==> config.mk <==
export PLATFORM = sky130hd
export DESIGN_NAME = delay_monitor_flat
export DESIGN_NICKNAME = d
export VERILOG_FILES = /design/src/rtl/delay_monitor_if.sv /design/src/rtl/delay_monitor.sv /design/src/flat_wrapper.sv
export SDC_FILE = /design/constraint.sdc
export NUM_CORES = 1
export LEC_CHECK = 0
export CORE_ASPECT_RATIO = 1.2
export CORE_UTILIZATION = 55
export CTS_BUF_LIST = sky130_fd_sc_hd__clkbuf_8 sky130_fd_sc_hd__clkbuf_16
export DETAILED_ROUTE_END_ITERATION = 16
export PLACE_DENSITY = 0.79
export SYNTH_ARGS = -nofsm -noshare
export SYNTH_HDL_FRONTEND = slang
export SYNTH_SLANG_ARGS = --single-unit
==> constraint.sdc <==
create_clock -name clk -period 2.1 [get_ports clk]
set_input_delay 0.21 -clock clk [delete_from_list [all_inputs] [get_ports clk]]
set_output_delay 0.21 -clock clk [all_outputs]
set_load 0.02 [all_outputs]
==> src/rtl/delay_monitor_if.sv <==
// Stimulus/response bundle between the launch side and the delay monitor.
interface delay_monitor_if #(
    parameter int unsigned CNT_W  = 8,
    parameter int unsigned EDGE_W = 4
);
    logic              launch;
    logic              expected;
    logic              F_in;
    logic              clr_stats;
    logic              busy;
    logic              done;
    logic              timeout;
    logic [CNT_W-1:0]  delay;
    logic [EDGE_W-1:0] edges;
    logic [CNT_W-1:0]  min_delay;
    logic [CNT_W-1:0]  max_delay;

    modport master (
        output launch, expected, F_in, clr_stats,
        input  busy, done, timeout, delay, edges, min_delay, max_delay
    );

    modport slave (
        input  launch, expected, F_in, clr_stats,
        output busy, done, timeout, delay, edges, min_delay, max_delay
    );
endinterface

==> src/rtl/delay_monitor.sv <==
// Measures CUT output settling delay, glitch count and timeout per launched
// vector, and tracks min/max settling delay across successful runs.
module delay_monitor #(
    parameter int unsigned CNT_W   = 8,
    parameter int unsigned EDGE_W  = 4,
    parameter int unsigned SETTLE  = 2,
    parameter int unsigned TIMEOUT = 200
) (
    input  logic           clk,
    input  logic           rst_n,
    delay_monitor_if.slave mon
);
    localparam int unsigned STAB_W = (SETTLE > 1) ? $clog2(SETTLE) : 1;
    localparam logic [CNT_W-1:0]  CNT_MAX  = '1;
    localparam logic [EDGE_W-1:0] EDGE_MAX = '1;
    localparam logic [CNT_W-1:0]  TO_LAST  = CNT_W'(TIMEOUT - 1);
    localparam logic [STAB_W-1:0] STAB_END = STAB_W'(SETTLE - 1);

    typedef enum logic [1:0] {IDLE, MEASURE, STABLE} state_t;

    state_t            state, state_nxt;
    logic              f_meta, f_s, f_p;
    logic              exp_q, exp_nxt;
    logic [CNT_W-1:0]  cnt, cnt_nxt;
    logic [CNT_W-1:0]  match_cnt, match_nxt;
    logic [STAB_W-1:0] stab, stab_nxt;
    logic [EDGE_W-1:0] edge_cnt, edge_nxt;
    logic [CNT_W-1:0]  delay_q, delay_nxt;
    logic [EDGE_W-1:0] edges_q, edges_nxt;
    logic [CNT_W-1:0]  min_q, min_nxt;
    logic [CNT_W-1:0]  max_q, max_nxt;
    logic              done_q, done_nxt;
    logic              timeout_q, timeout_nxt;
    logic              busy_q, busy_nxt;
    logic              match;
    logic              finish;

    // Two-flop synchronizer plus previous-sample stage for edge detection.
    always_ff @(posedge clk or negedge rst_n) begin
        if (!rst_n) begin
            f_meta <= 1'b0;
            f_s    <= 1'b0;
            f_p    <= 1'b0;
        end else begin
            f_meta <= mon.F_in;
            f_s    <= f_meta;
            f_p    <= f_s;
        end
    end

    always_ff @(posedge clk or negedge rst_n) begin
        if (!rst_n) begin
            state     <= IDLE;
            exp_q     <= 1'b0;
            cnt       <= '0;
            match_cnt <= '0;
            stab      <= '0;
            edge_cnt  <= '0;
            delay_q   <= '0;
            edges_q   <= '0;
            min_q     <= '1;
            max_q     <= '0;
            done_q    <= 1'b0;
            timeout_q <= 1'b0;
            busy_q    <= 1'b0;
        end else begin
            state     <= state_nxt;
            exp_q     <= exp_nxt;
            cnt       <= cnt_nxt;
            match_cnt <= match_nxt;
            stab      <= stab_nxt;
            edge_cnt  <= edge_nxt;
            delay_q   <= delay_nxt;
            edges_q   <= edges_nxt;
            min_q     <= min_nxt;
            max_q     <= max_nxt;
            done_q    <= done_nxt;
            timeout_q <= timeout_nxt;
            busy_q    <= busy_nxt;
        end
    end

    // Launch restarts from any state and suppresses a coincident report.
    always_comb begin
        state_nxt   = state;
        exp_nxt     = exp_q;
        cnt_nxt     = cnt;
        match_nxt   = match_cnt;
        stab_nxt    = stab;
        edge_nxt    = edge_cnt;
        delay_nxt   = delay_q;
        edges_nxt   = edges_q;
        min_nxt     = min_q;
        max_nxt     = max_q;
        done_nxt    = 1'b0;
        timeout_nxt = 1'b0;
        match       = (f_s == exp_q);
        finish      = 1'b0;

        if (mon.launch) begin
            state_nxt = MEASURE;
            exp_nxt   = mon.expected;
            cnt_nxt   = '0;
            stab_nxt  = '0;
            edge_nxt  = '0;
        end else if (state != IDLE) begin
            if (cnt != CNT_MAX) begin
                cnt_nxt = cnt + CNT_W'(1);
            end
            if ((f_s != f_p) && (edge_cnt != EDGE_MAX)) begin
                edge_nxt = edge_cnt + EDGE_W'(1);
            end

            if (state == MEASURE) begin
                if (match) begin
                    match_nxt = cnt;
                    stab_nxt  = '0;
                    state_nxt = STABLE;
                end
            end else if (!match) begin
                state_nxt = MEASURE;
            end else if (stab == STAB_END) begin
                finish = 1'b1;
            end else begin
                stab_nxt = stab + STAB_W'(1);
            end

            // Completion takes priority over a timeout on the same edge.
            if (finish) begin
                delay_nxt = match_cnt;
                edges_nxt = edge_nxt;
                min_nxt   = (match_cnt < min_q) ? match_cnt : min_q;
                max_nxt   = (match_cnt > max_q) ? match_cnt : max_q;
                done_nxt  = 1'b1;
                state_nxt = IDLE;
            end else if (cnt == TO_LAST) begin
                delay_nxt   = '1;
                edges_nxt   = edge_nxt;
                timeout_nxt = 1'b1;
                state_nxt   = IDLE;
            end
        end

        if (mon.clr_stats) begin
            min_nxt = '1;
            max_nxt = '0;
        end

        busy_nxt = (state_nxt != IDLE);
    end

    assign mon.busy      = busy_q;
    assign mon.done      = done_q;
    assign mon.timeout   = timeout_q;
    assign mon.delay     = delay_q;
    assign mon.edges     = edges_q;
    assign mon.min_delay = min_q;
    assign mon.max_delay = max_q;
endmodule

==> src/flat_wrapper.sv <==
// flat-port wrapper written by rule: the top's interface ports become plain ports
module delay_monitor_flat 
#(
    parameter int unsigned CNT_W   = 8,
    parameter int unsigned EDGE_W  = 4,
    parameter int unsigned SETTLE  = 2,
    parameter int unsigned TIMEOUT = 200
)
  (clk, rst_n, mon_launch, mon_expected, mon_F_in, mon_clr_stats, mon_busy, mon_done, mon_timeout, mon_delay, mon_edges, mon_min_delay, mon_max_delay);
  delay_monitor_if #(.CNT_W(CNT_W), .EDGE_W(EDGE_W)) mon_i ();
  input  logic clk;
  input  logic rst_n;
  input wire logic [$bits(mon_i.launch)-1:0] mon_launch;
  input wire logic [$bits(mon_i.expected)-1:0] mon_expected;
  input wire logic [$bits(mon_i.F_in)-1:0] mon_F_in;
  input wire logic [$bits(mon_i.clr_stats)-1:0] mon_clr_stats;
  output wire logic [$bits(mon_i.busy)-1:0] mon_busy;
  output wire logic [$bits(mon_i.done)-1:0] mon_done;
  output wire logic [$bits(mon_i.timeout)-1:0] mon_timeout;
  output wire logic [$bits(mon_i.delay)-1:0] mon_delay;
  output wire logic [$bits(mon_i.edges)-1:0] mon_edges;
  output wire logic [$bits(mon_i.min_delay)-1:0] mon_min_delay;
  output wire logic [$bits(mon_i.max_delay)-1:0] mon_max_delay;
  assign mon_i.launch = mon_launch;
  assign mon_i.expected = mon_expected;
  assign mon_i.F_in = mon_F_in;
  assign mon_i.clr_stats = mon_clr_stats;
  assign mon_busy = mon_i.busy;
  assign mon_done = mon_i.done;
  assign mon_timeout = mon_i.timeout;
  assign mon_delay = mon_i.delay;
  assign mon_edges = mon_i.edges;
  assign mon_min_delay = mon_i.min_delay;
  assign mon_max_delay = mon_i.max_delay;
  delay_monitor #(.CNT_W(CNT_W), .EDGE_W(EDGE_W), .SETTLE(SETTLE), .TIMEOUT(TIMEOUT)) u_core (.clk(clk), .rst_n(rst_n), .mon(mon_i));
endmodule
After elaboration in Yosys (flattened, before gate mapping). Cells that the tools add are included. Widths: inputs -> output; s select.

Magnitude comparators: 2. Multiplexer cells: 45. Add/sub/neg operators: 3. Reduce and logical (&&, ||, !) cells: 17. Equal/unequal tests: 7. Bitwise logic cells: 1.

Operators by type and width (count): $mux 8 (15); $mux 4 (5); $reduce_bool 2->1 (10); $mux 1 (18); $mux 2 (7); $reduce_and 4->1 (3); $add 8x1->8 const B (1); $eq 8x8->1 const B (1); $gt 8x8->1 (1); $lt 8x8->1 (1); $ne 8x8->1 const B (1); $add 4x1->4 const B (1); $ne 4x4->1 const B (1); $reduce_and 2->1 (2); $reduce_and 3->1 (1); $eq 2x1->1 const B (1); $ne 2x1->1 const B (1); $add 1x1->1 const B (1); $eq 1x1->1 (1); $logic_and 1x1->1 (1); $ne 1x1->1 (1); $not 1->1 (1).

Logic and storage cells: 91. Input port bits: 6. Output and inout bits: 31. Bits in registers: 58.

Depth between registers and ports, before layout. Gate-level depths: netlist of the first run.

Word-level depth: 9. Gate-level depth with buffers: 8.

Worst setup path before layout of the first run. Ideal clock, no wire load.

Path type: register to register. Start: reg u_core.min_q[1], in the netlist u_core.mon.min_delay[1]. End: reg u_core.min_q[7], in the netlist u_core.mon.min_delay[7]. Library setup time: 0.075 ns. Period minus slack after synthesis: 1.887 ns. Path slack: 0.213 ns. Cell stages (with the launch flop): 9. Data arrival time: 1.813 ns. Cells stage by stage: dfstp_2 -> inv_1 -> ha_1 -> o211ai_1 -> a21oi_1 -> nor4_1 -> o311a_1 -> buf_6 -> mux2i_1.

Longest elaborated chain between the ends: 3.

RTL lines: start: declaration (RTL line delay_monitor.sv:30) `logic [CNT_W-1:0] min_q, min_nxt;`; start signal: assignment (RTL line delay_monitor.sv:75) `min_q <= min_nxt;`; $lt 8x8->1 (RTL line delay_monitor.sv:132) `min_nxt = (match_cnt < min_q) ? match_cnt : min_q;`; $reduce_bool 2->1 (no line); $reduce_and 4->1 (no line).

No other way between the ends. A chain may end at the register's enable or synchronous reset.

Worst setup path after layout of the first run.
Start: reg u_core.min_q[5], in the netlist u_core.mon.min_delay[5]. End: reg u_core.min_q[3], in the netlist u_core.mon.min_delay[3].

The elaborated chain is that of the path after synthesis.

==> flow_metrics.py, run 1 <==
metrics = {
    "pwr": {
        "power.ir.vdd_worst_mv": 0.6471,
        "internal_power_w": 0.002131,
        "power_per_cell_area_nw_per_um2": 833.3,
        "sw_frac_of_total": 0.2917,
        "clock_share_of_power": 0.351,
        "p_seq_frac": 0.451,
        "switchingPower_w": 0.0008773,
        "p_leak_nw": 1.645,
        "total_power_w": 0.003008,
        "combPwrFrac": 0.198,
    },
    "synthesis": {
        "synthArstFlopShare": 1.000,
        "ys_seq_area_frac": 0.4930,
        "synth_cell_types": 45,
        "synth_top_flop_cell": "dfrtp_1",
        "synthAdderAreaFrac": 0.07176,
        "synth-simple-area-share": 0.1435,
        "synth_mux_area_frac": 0.1017,
        "synthDominantCellAreaShare": 0.4221,
        "ys_top_cells_by_area": "dfrtp_1 42%, ha_1 7.2%, dfstp_2 7.1%, mux2i_1 6.8%, nor2_1 4.9%",
        "syn_area_per_cell_sq_um": 10.94,
        "synth.net_count": 294,
        "main_combinational_cell_family_by_area_after_synthesis": "simple AND/OR/NAND/NOR gates",
        "synth_edf_count": 0,
        "syn_area_sq_um": 2964,
        "yosysWarnings": 0,
        "synth_top_cell_by_area": "dfrtp_1",
        "synth_compound_gate_area_share": 0.1017,
        "post_synth_inst_count": 271,
        "synth.ff_latch_count": 58,
        "synth_xor_xnor_area_share": 0.04095,
    },
    "clocking": {
        "clock_sink_count": 58,
        "clockBufferDepth": 2,
        "clock_tree_from_tritoncts": "yes",
        "path_clk_slew_ns": 0.07,
        "post_cts_buffers": 0,
        "clock_latency_ns": 0.34,
        "postCtsResizedCells": 0,
        "htree_num_levels": 3,
        "cts_root_buffer": "clkbuf_8",
        "post_cts_hold_buffer_count": 0,
        "cts_made_buffers": 9,
    },
    "finish": {
        "sequential_cell_area_sq_um": 1461,
        "multi_input_area_sq_um": 1363,
        "final_instance_area_sq_um": 3610,
        "post_route_cells_drive_above_1_share": 0.1703,
        "syn_to_final_growth_pct": 21.78,
        "antenna_diode_count": 0,
        "nets": 341,
        "nFillCells": 372,
        "mostFrequentLayoutCell": "dfrtp_1",
        "final_cell_mix": "50 x dfrtp_1, 39 x nor2_1, 35 x clkdlybuf4s50_1",
    },
    "timing": {
        "final_slew_violations": 0,
        "rsz0062_at_grt": "no",
        "timing.clock.skew_ns": 0.006141,
        "max_freq_ghz": 0.5106,
        "final-hold-violation-count": 0,
        "tightestPinTransition_ns": 0.7274,
        "setup-violations-final": 0,
        "tns_ns": 0,
        "relSlewSlack": 0.5151,
        "period_share": 0.9327,
        "final_period_minus_worst_setup_slack_ns": 1.959,
    },
    "detailed_routing": {
        "totalWireLength_mm": 5.827,
        "dr_total_vias": 2117,
        "drt_first_iter_violations": 103,
        "drt_drc_violations_left": 0,
        "routed_wire_length_per_instance_um": 15.21,
        "via_per_inst": 5.527,
        "detail_route.first_pass.iterations": 4,
        "route.antenna.remaining_nets": 0,
    },
    "critical_path": {
        "worst_setup_path_start_kind": "flip-flop",
        "critPathRequiredTime_ns": 2.37,
        "worstSetupEndpointType": "flip-flop",
        "r2r_slack_ns": 0.14,
        "cp_data_arrival_time_ns": 2.23,
        "critPathMaxFanout": 8,
        "setup.worst_path.class": "reg -> reg",
    },
    "global_route": {
        "vias_in_the_first_global_route": 2062,
        "grt_start_max_net_pins": 59,
        "antenna_found_initial": 0,
        "grt_use_total": 0.2240,
        "grt_pass1_wl_mm": 9.729,
        "gr-total-overflow": 0,
    },
    "status": {
        "result_of_the_run": "completed",
    },
    "floorplanning": {
        "pin_count": 37,
        "die_h_um": 82.42,
        "initial_utilization": 0.5875,
        "die_area_sq_um": 5688,
        "design.core.area_sq_um": 5045,
        "rows": 28,
        "die_width_um": 69.02,
    },
    "place": {
        "numPortBuffers": 36,
        "post-dp-hpwl_mm": 4.027,
        "routabilityCongestion": 0.8136,
        "post_dp_cell_area_sq_um": 3406,
    },
    "flow_run": {
        "max_cap_violations": 0,
    },
    "worst_hold_path": {
        "worstHoldPathType": "in -> async",
    },
}
-- metrics by stage --
stage / instances / hold WS (ns) / util / worst slack (ns)
2_1_floorplan: 271 / -0.08559 / - / 0.2126
3_3_place_gp: 367 / 0.3363 / 0.6751 / 0.2149
3_5_place_dp: 367 / 0.3472 / 0.6751 / 0.1236
4_1_cts: 383 / 0.02786 / 0.7155 / 0.1096
5_1_grt: 383 / 0.07814 / 0.7155 / 0.0009992
6_report: 383 / 0.01792 / 0.7155 / 0.1414
-- worst paths after layout --
check / from / to / cells after the start
worst max-delay path: u_core.mon.min_delay[5] / u_core.mon.min_delay[3] / 7
worst min-delay path: rst_n / u_core.match_cnt[2] / 2
worst max register to register: u_core.mon.min_delay[5] / u_core.mon.min_delay[3] / 7
worst min register to register: u_core.f_meta / u_core.f_s / 0
max in group asynchronous: rst_n / u_core.mon.edges[2] / 2
min in group clk: mon_F_in / u_core.f_meta / 1
-- synthesized netlist by cell type (2+ instances only) --
| master | number |
|---|---|
| dfrtp_1 | 50 |
| nor2_1 | 39 |
| mux2i_1 | 20 |
| ha_1 | 17 |
| inv_1 | 17 |
| nand2b_1 | 16 |
| a21oi_1 | 12 |
| xor2_1 | 9 |
| dfstp_2 | 8 |
| mux2_2 | 8 |
| nand2_1 | 7 |
| o22a_1 | 7 |
| clkbuf_1 | 6 |
| o21ai_0 | 6 |
| buf_6 | 4 |
| nand4_1 | 3 |
| o2111ai_1 | 3 |
| o211ai_1 | 3 |
| or2_2 | 3 |
| xnor2_1 | 3 |
| and3_1 | 2 |
| and4_1 | 2 |
| nand3_1 | 2 |
| nor2b_1 | 2 |
| nor3_1 | 2 |
-- kinds of logic after synthesis --
logic type | count (synthesis)
buffers and inverters | 29
XOR/XNOR | 13
multiplexers | 29
adder cells (fa/ha/maj) | 17
AO/OA/AOI/OAI | 41
AND/OR/NAND/NOR | 84
flip-flops | 58
-- worst max-delay path: stages (launching register included) --
cell and delay (ns):
dfstp_2 0.54, inv_1 0.04, ha_1 0.30, a22o_1 0.21
nor4_1 0.22, o311a_1 0.17, buf_4 0.19, mux2i_1 0.21
-- layer usage --
metal	up-vias	track usage	routed length, um
li1	1031	-	-
met1	1024	0.2747	2655
met2	53	0.3854	2869
met3	9	0.04854	201
met4	0	0.1000	101
met5	-	0	0
-- power groups by stage --
| stage | registers (W) | logic (W) | clock network, W |
|---|---|---|---|
| 5_1_grt | 0.00137 | 0.000667 | 0.00112 |
| 3_5_place_dp | 0.00138 | 0.000599 | 0 |
| 6_report | 0.00136 | 0.000596 | 0.00106 |
| 3_3_place_gp | 0.00137 | 0.000582 | 0 |
| 2_1_floorplan | 0.00142 | 0.000289 | 0 |
| 4_1_cts | 0.00136 | 0.000603 | 0.00107 |
-- registers in the layout (all words and copies together), names as in the netlist --
name,cells
u_core.edge_cnt,4
u_core.mon.min_delay,8
u_core.cnt,8
u_core.mon.max_delay,8
u_core.exp_q,1
u_core.mon.timeout,1
u_core.f_s,1
u_core.stab,1
u_core.mon.edges,4
u_core.f_meta,1
u_core.mon.delay,8
u_core.mon.done,1
u_core.match_cnt,8
u_core.f_p,1
u_core.state,2
u_core.mon.busy,1
-- final cells by class --
type | count | area share
Clock inverter | 5 | 0.01456
Multi-Input combinational cell | 184 | 0.3775
Tap cell | 60 | 0.02080
Timing Repair Buffer | 47 | 0.1213
Sequential cell | 58 | 0.4049
Inverter | 18 | 0.01906
Clock buffer | 11 | 0.04194
Note: power is estimated with default switching activity, not from simulation.
==> inputs of run 2 (changes only) <==
--- a/config.mk
+++ b/config.mk
@@ -8,6 +8,7 @@
 export CORE_ASPECT_RATIO = 1.2
 export CORE_UTILIZATION = 55
 export CTS_BUF_LIST = sky130_fd_sc_hd__clkbuf_8 sky130_fd_sc_hd__clkbuf_16
+export CTS_CLUSTER_SIZE = 30
 export DETAILED_ROUTE_END_ITERATION = 16
 export PLACE_DENSITY = 0.79
 export SYNTH_ARGS = -nofsm -noshare
==> results of run 2 <==
The final DEF is identical to that of run 1; final timing and power are the same.
==> inputs of run 3 (changes only) <==
--- a/config.mk
+++ b/config.mk
@@ -11,6 +11,7 @@
 export CTS_CLUSTER_SIZE = 30
 export DETAILED_ROUTE_END_ITERATION = 16
 export PLACE_DENSITY = 0.79
+export SETUP_SLACK_MARGIN = 0.4
 export SYNTH_ARGS = -nofsm -noshare
 export SYNTH_HDL_FRONTEND = slang
 export SYNTH_SLANG_ARGS = --single-unit
==> flow_metrics.py, run 3 (same netlist as run 1, synthesis figures left out) <==
metrics = {
    "status": {
        "result_of_the_run": "completed",
    },
    "flow_run": {
        "max_cap_violations": 0,
    },
    "critical_path": {
        "worst_setup_path_start_kind": "flip-flop",
        "critPathMaxFanout": 8,
        "cp_data_arrival_time_ns": 2.20,
        "setup.worst_path.class": "reg -> reg",
        "critPathRequiredTime_ns": 2.37,
        "worstSetupEndpointType": "flip-flop",
        "worst_r2r_path_depth": 7,
    },
    "timing": {
        "tns_ns": 0,
        "worst_slack_ns": 0.1662,
        "max_freq_ghz": 0.5171,
        "timing.clock.skew_ns": 0.009105,
        "rsz0062_at_grt": "yes",
        "final_slew_violations": 0,
        "period_share": 0.9209,
        "final_period_minus_worst_setup_slack_ns": 1.934,
        "final-hold-violation-count": 0,
        "tightestPinTransition_ns": 0.5325,
        "relSlewSlack": 0.6450,
        "setup-violations-final": 0,
    },
    "global_route": {
        "gr-total-overflow": 0,
        "antenna_found_initial": 0,
        "grt_pass1_wl_mm": 11.37,
        "grt_start_max_net_pins": 38,
        "vias_in_the_first_global_route": 2323,
        "grt_use_total": 0.2629,
    },
    "detailed_routing": {
        "drt_drc_violations_left": 0,
        "detail_route.first_pass.iterations": 4,
        "dr_total_vias": 2331,
        "route.antenna.remaining_nets": 0,
        "drt_first_iter_violations": 135,
        "via_per_inst": 5.741,
        "totalWireLength_mm": 7.185,
        "routed_wire_length_per_instance_um": 17.70,
    },
    "finish": {
        "antenna_diode_count": 0,
        "final_cell_mix": "43 x dfrtp_1, 36 x nor2_1, 28 x buf_4",
        "sequential_cell_area_sq_um": 1470,
        "syn_to_final_growth_pct": 36.18,
        "post_route_cells_drive_above_1_share": 0.3150,
        "multi_input_area_sq_um": 1560,
        "nFillCells": 303,
        "mostFrequentLayoutCell": "dfrtp_1",
        "nets": 364,
    },
    "floorplanning": {
        "pin_count": 37,
        "die_h_um": 82.42,
        "die_area_sq_um": 5688,
        "initial_utilization": 0.5875,
        "die_width_um": 69.02,
        "rows": 28,
        "design.core.area_sq_um": 5045,
    },
    "worst_hold_path": {
        "worstHoldPathType": "in -> reg",
        "whs_path_depth": 1,
    },
    "clocking": {
        "cts_root_buffer": "clkbuf_8",
        "htree_num_levels": 3,
        "clock_latency_ns": 0.34,
        "clockBufferDepth": 2,
        "clock_sink_count": 58,
        "cts_made_buffers": 9,
        "clock_tree_from_tritoncts": "yes",
        "path_clk_slew_ns": 0.07,
    },
    "pwr": {
        "power.ir.vdd_worst_mv": 0.6721,
        "p_leak_nw": 1.751,
        "power_per_cell_area_nw_per_um2": 802.9,
        "total_power_w": 0.003241,
    },
    "place": {
        "preCtsSetupSlack_ns": 0.1184,
        "numPortBuffers": 36,
        "routabilityCongestion": 0.7879,
        "post-dp-hpwl_mm": 4.223,
    },
}
-- run 3: cell types whose count changed in the layout (fill, tap and decap cells not counted), moves of 3 or more --
cell,previous run,this run
ha_4,0,7
buf_6,0,3
ha_1,17,9
inv_2,0,4
nor2_1,39,36
clkdlybuf4s50_1,35,27
dfrtp_1,50,43
buf_4,11,28
dfrtp_2,0,7
dlygate4sd2_1,0,7
inv_1,17,14
nor2_2,1,4
-- run 3: through the flow --
stage               hold WS (ns)    util  instances  area, sq um
finish                    0.3138  0.8001        406         4036
floorplan               -0.08559       -        271         2993
CTS                       0.3031  0.7760        402         3915
global route              0.3009  0.8001        406         4036
detailed placement        0.2151  0.6843        366         3452
global placement          0.2125  0.6843        366         3452
-- run 3: critical path, stage by stage (launching register included) --
cell     delay (ns)
dfstp_2        0.55
inv_2          0.04
ha_4           0.21
a22o_1         0.21
nor4_2         0.22
o311a_1        0.24
buf_12         0.15
mux2i_4        0.23
-- run 3: where the power goes --
group | switching [W] | internal, W
registers | 0.000130 | 0.00124
clock network | 0.000455 | 0.000692
logic | 0.000365 | 0.000363
total | 0.000949 | 0.00229
-- run 3: final cells by class --
| class | instances | share of cell area |
|---|---|---|
| Tap cell | 60 | 0.01860 |
| Multi-Input combinational cell | 184 | 0.3865 |
| Sequential cell | 58 | 0.3642 |
| Clock buffer | 10 | 0.03410 |
| Clock inverter | 6 | 0.02015 |
| Timing Repair Buffer | 70 | 0.1593 |
| Inverter | 18 | 0.01705 |
-- run 3: metal layers --
metal | global-route usage | wire (um)
met3 | 0.06553 | 299
met2 | 0.4670 | 3861
met1 | 0.3009 | 2786
met5 | 0 | 0
met4 | 0.1265 | 238
-- run 3: what timing repair did --
action	in CTS	in global routing
endpoints found under the setup margin	35	35
gates resized for setup	26	20
gates cloned	1	0
pin swaps	12	7
hold endpoints to repair	13	0
buffers inserted	18	4
hold buffers	1	0
-- run 3: worst paths after layout --
kind | start | end | slack [ns]
max | u_core.mon.min_delay[5] | u_core.mon.min_delay[2] | 0.17
min reg2reg | u_core.f_meta | u_core.f_s | 0.37
min | mon_F_in | u_core.f_meta | 0.31
max reg2reg | u_core.mon.min_delay[5] | u_core.mon.min_delay[2] | 0.17
min in group asynchronous | rst_n | u_core.mon.max_delay[3] | 0.38
max in group asynchronous | rst_n | u_core.cnt[3] | 1.13
